**src/rtl/fetch_unit.sv**
```systemverilog
// Instruction-fetch front end: PC register, single-outstanding imem reads,
// and a 2-entry instruction buffer toward decode with redirect/squash.
`default_nettype none

module fetch_unit #(
  parameter logic [31:0] RESET_PC   = 32'h0000_0000,
  parameter int          FIFO_DEPTH = 2
) (
  input  logic        clk,
  input  logic        rst_n,
  input  logic        redirect,
  input  logic [31:0] redirect_target,
  output logic        imem_req_valid,
  input  logic        imem_req_ready,
  output logic [31:0] imem_req_addr,
  input  logic        imem_rsp_valid,
  input  logic [31:0] imem_rsp_data,
  output logic        inst_valid,
  input  logic        inst_ready,
  output logic [31:0] inst_data,
  output logic [31:0] inst_pc,
  output logic [31:0] inst_pc4
);

  localparam logic [1:0] DEPTH = 2'(FIFO_DEPTH);

  typedef enum logic [1:0] {
    IDLE      = 2'd0,
    WAIT      = 2'd1,
    WAIT_DROP = 2'd2
  } state_t;

  state_t      state;
  logic        started;
  logic [31:0] pc;
  logic [31:0] req_pc;
  logic [1:0]  count;
  logic [31:0] head_data, head_pc, head_pc4;
  logic [31:0] tail_data, tail_pc;

  logic       rsp_take;
  logic       push;
  logic       pop;
  logic       accept;
  logic [1:0] count_after;

  // A response only counts when something is actually outstanding.
  assign rsp_take    = imem_rsp_valid && (state != IDLE);
  assign push        = rsp_take && (state == WAIT) && !redirect;
  assign pop         = inst_valid && inst_ready && !redirect;
  assign count_after = count + {1'b0, push} - {1'b0, pop};

  // Every buffered entry plus the next in-flight request must fit in the buffer.
  assign imem_req_valid = started && !redirect && ((state == IDLE) || rsp_take)
                          && (count_after < DEPTH);
  assign accept         = imem_req_valid && imem_req_ready;
  assign imem_req_addr  = pc;

  assign inst_valid = (count != 2'd0);
  assign inst_data  = head_data;
  assign inst_pc    = head_pc;
  assign inst_pc4   = head_pc4;

  always_ff @(posedge clk or negedge rst_n) begin
    if (!rst_n) begin
      state     <= IDLE;
      started   <= 1'b0;
      pc        <= RESET_PC;
      req_pc    <= 32'h0;
      count     <= 2'd0;
      head_data <= 32'h0;
      head_pc   <= 32'h0;
      head_pc4  <= 32'h4;
      tail_data <= 32'h0;
      tail_pc   <= 32'h0;
    end else begin
      started <= 1'b1;
      if (redirect) begin
        pc    <= {redirect_target[31:2], 2'b00};
        count <= 2'd0;
        state <= ((state != IDLE) && !imem_rsp_valid) ? WAIT_DROP : IDLE;
      end else begin
        count <= count_after;
        if (accept) begin
          pc     <= pc + 32'd4;
          req_pc <= pc;
          state  <= WAIT;
        end else if (rsp_take) begin
          state <= IDLE;
        end
        // Shift-register buffer: head always holds the oldest entry.
        case ({push, pop})
          2'b10: begin
            if (count == 2'd0) begin
              head_data <= imem_rsp_data;
              head_pc   <= req_pc;
              head_pc4  <= req_pc + 32'd4;
            end else begin
              tail_data <= imem_rsp_data;
              tail_pc   <= req_pc;
            end
          end
          2'b01: begin
            head_data <= tail_data;
            head_pc   <= tail_pc;
            head_pc4  <= tail_pc + 32'd4;
          end
          2'b11: begin
            if (count == 2'd1) begin
              head_data <= imem_rsp_data;
              head_pc   <= req_pc;
              head_pc4  <= req_pc + 32'd4;
            end else begin
              head_data <= tail_data;
              head_pc   <= tail_pc;
              head_pc4  <= tail_pc + 32'd4;
              tail_data <= imem_rsp_data;
              tail_pc   <= req_pc;
            end
          end
          default: ;
        endcase
      end
    end
  end

endmodule

`default_nettype wire

```
**config.mk**
```make
export PLATFORM = sky130hd
export DESIGN_NAME = fetch_unit
export DESIGN_NICKNAME = d
export VERILOG_FILES = /design/src/rtl/fetch_unit.sv
export SDC_FILE = /design/constraint.sdc
export NUM_CORES = 1
export LEC_CHECK = 0
export ABC_AREA = 1
export ABC_CLOCK_PERIOD_IN_PS = 6500
export CAP_MARGIN = 20
export CORE_MARGIN = 2
export CORE_UTILIZATION = 58
export DETAILED_ROUTE_END_ITERATION = 10
export PLACE_DENSITY = 0.86
export SYNTH_ARGS = -nofsm -noshare
export SYNTH_HDL_FRONTEND = slang
export SYNTH_SLANG_ARGS = --single-unit
```
**constraint.sdc**
```tcl
create_clock -name clk -period 6.5 [get_ports clk]
set_clock_uncertainty 0.1 [all_clocks]
set_input_delay 0.975 -clock clk [delete_from_list [all_inputs] [get_ports clk]]
set_output_delay 0.975 -clock clk [all_outputs]
set_load 0.03 [all_outputs]
```
==> results.json <==
{
  "cts.sinks": 220,
  "power_density_nw_per_um2": 411.6,
  "worst-setup-path-type": "in2out",
  "clockBufferDepth": 3,
  "cts_hold_buf": 0,
  "grtUsageTotal_pct": 32.84,
  "slew_viol_final": 0,
  "cap_violations": 0,
  "crit_slowest_cell": "clkdlybuf4s50_1",
  "clk-insertion-delay-late_ps": 540,
  "fin_crit_ps": 5238,
  "tightest_slew_ps": 1068,
  "maxSlewHeadroom_pct": 28.79,
  "io_pins": 200,
  "rsz0062_at_grt": "no",
  "vias": 11940,
  "fp.dieH_microns": 148.0,
  "grt_antenna_before_repair": 0,
  "synth_edf_count": 0,
  "drive_gt1_share_pct": 4.731,
  "port_buffers": 195,
  "synthDistinctLibCells": 37,
  "drt_iter0_drc": 1091,
  "cp_common_cell": "nand2_1",
  "grt_pass1_vias": 11260,
  "yosysWarnings": 0,
  "critPathRequiredTime_ps": 5420,
  "slowest_delay_ps": 660,
  "ctsHtreeMaxLevel": 1,
  "core_area_sq_um": 20300,
  "synth-main-ff-cell": "dfrtp_1",
  "startpoint_type": "input pin",
  "cts_inserted_buffers": 24,
  "fmax_ghz": 0.1909,
  "worstPathArrival_ps": 4160,
  "drt_wl_total_microns": 35800,
  "clkTransAtPathRegs_ps": 60,
  "grt_max_degree": 116,
  "period_share_pct": 80.58,
  "max-vdd-ir-drop_mv": 0.2716,
  "synth.most_common_cell": "nand2_1",
  "async_flop_share_pct": 100.0,
  "dieArea_sq_um": 21910,
  "power.leakage_nw": 6.812,
  "synth_top_area_share_pct": 45.55,
  "critPathCaptureType": "primary output",
  "synthTopCellsByArea": "dfrtp_1 46%, nand2_1 20%, nor2_1 6.6%",
  "netSwitchingFraction_pct": 39.84,
  "status": "finished clean",
  "cts_root_buf": "clkbuf_16",
  "wl_per_cell_microns": 16.81,
  "p_int_mw": 3.685,
  "crit_fanout": 30,
  "finalNetCount": 1922,
  "multi_input_area_sq_um": 5600,
  "tritoncts": "yes",
  "firstDrtPassIters": 6,
  "power_mw": 6.126,
  "cts_resized": 0,
  "synth_common_cells": "636 x nand2_1, 219 x dfrtp_1, 211 x nor2_1",
  "synth_seq_cells": 220,
  "synthesis.area_sq_um": 12030,
  "areaGrowthSynthToFinish_pct": 23.73,
  "comb_power_share_pct": 37.9,
  "avgSynthCellArea_sq_um": 7.144,
  "seqPwrFrac_pct": 38.8,
  "hold_class": "in2async",
  "yosys.area.top_type": "dfrtp_1",
  "yosysSeqAreaShare_pct": 45.77,
  "grt-ovfl-total": 0,
  "viasPerCell": 5.604,
  "tns_ps": 0,
  "finalHoldViolCount": 0,
  "path_cells": "clkdlybuf4s50_1, buf_4, clkinv_4, nand3_2, inv_2, ha_1, inv_1, ha_1, xor2_1, nand2_1, nand2_1, nand2_1, inv_1, clkdlybuf4s50_1",
  "p_switching_mw": 2.441,
  "nFillCells": 1644,
  "antenna_cells": 0,
  "die_w_microns": 148.0,
  "finalCoreUtilization_pct": 73.33,
  "gp_congestion": 0.9697,
  "ff_latch_area_sq_um": 5507,
  "start_util_pct": 59.26,
  "antenna_left": 0,
  "synth_cells": 1684,
  "setup_viol": 0,
  "rows": 52,
  "grt_pass1_wl_microns": 57730,
  "post_cts_buffers": 0,
  "hpwlAfterDp_microns": 25500,
  "drc": 0,
  "pwr-share-clk_pct": 23.3
}
power by group through the flow:
stage	sequential [mW]	combinational, mW	clock, mW
after detailed placement	2.37	2.31	0
after floorplan	2.85	0.775	0
after global placement	2.35	2.25	0
final	2.37	2.32	1.43
after CTS	2.36	2.33	1.44
after global routing	2.43	2.51	1.50
sequential cells by signal (all words and copies together) (netlist names):
| name | count |
|---|---|
| count | 2 |
| imem_req_addr | 30 |
| inst_pc4 | 30 |
| tail_pc | 30 |
| req_pc | 30 |
| started | 1 |
| tail_data | 32 |
| inst_data | 32 |
| state | 2 |
| inst_pc | 31 |
metrics by stage:
step,hold WS (ps),instances,setup slack [ps],cell area (sq um)
after global placement,353.3,2086,1370,14000
after CTS,372.7,2128,1270,14840
after floorplan,342.2,1685,2730,12030
after global routing,385.0,2130,1113,14890
after detailed placement,358.4,2086,1315,14000
final,352.3,2130,1262,14890
worst max-delay path, delay by kind of cell:
kind | cells | cell delay, ps
XOR/XNOR | 1 | 180
AND/OR/NAND/NOR | 4 | 460
adder cells (fa/ha/maj) | 2 | 490
buffers and inverters | 7 | 2030
area by class of cell:
type	instances	area share, %
clock buffer	36	4.808
clock inverter	6	0.8153
inverter	131	3.337
multi-input combinational	1258	37.62
sequential	220	36.99
tap	270	2.269
timing repair buffer	209	14.15
logic make-up after synthesis:
kind of cell | count (synthesis) | synth area share, %
buffers and inverters | 207 | 7.769
DFF | 220 | 45.77
muxes | 2 | 0.1872
AOI/OAI and AO/OA | 189 | 9.048
xor gates and xnor gates | 16 | 1.165
adders and majority gates | 8 | 0.8321
other | 2 | 0.06243
and+or+nand+nor | 1040 | 35.16
layout by cell type, fill, tap and decap left out, drive strengths merged, types with 2 or more instances in the layout:
master         instances
a21oi                  6
a31oi                 67
buf                   15
bufinv                 3
clkbuf                36
clkdlybuf4s50        194
clkinv                 2
clkinvlp               2
conb                   3
dfrtp                219
ha                     8
inv                  130
mux2                   2
nand2                642
nand3                144
nand3b                 3
nand4                 14
nor2                 224
nor3                   6
nor3b                  2
o211ai                14
o21ai                 95
o21bai                 4
or2                    4
xnor2                  2
xor2                  14
layer usage:
| layer | part of all wire, % | vias up | global-route usage, % |
|---|---|---|---|
| li1 | - | 5701 | - |
| met1 | 42 | 5592 | 46.74 |
| met2 | 47 | 558 | 52.15 |
| met3 | 8.0 | 86 | 4.815 |
| met4 | 2.9 | 0 | 10.86 |
| met5 | 0 | - | 0 |
path summary, 6_finish.rpt:
check	start	to	slack (ps)	cells past startpoint
setup / recovery	redirect	imem_req_valid	1260	14
hold / removal	rst_n	inst_pc4[22]	350	1
setup reg to reg	state[1]	imem_req_addr[21]	2810	13
hold reg to reg	tail_data[22]	tail_data[22]	370	2
max in group asynchronous	rst_n	tail_pc[28]	4620	2
min in group clk	tail_data[22]	tail_data[22]	370	2
Power figures use the tool's default switching activity.
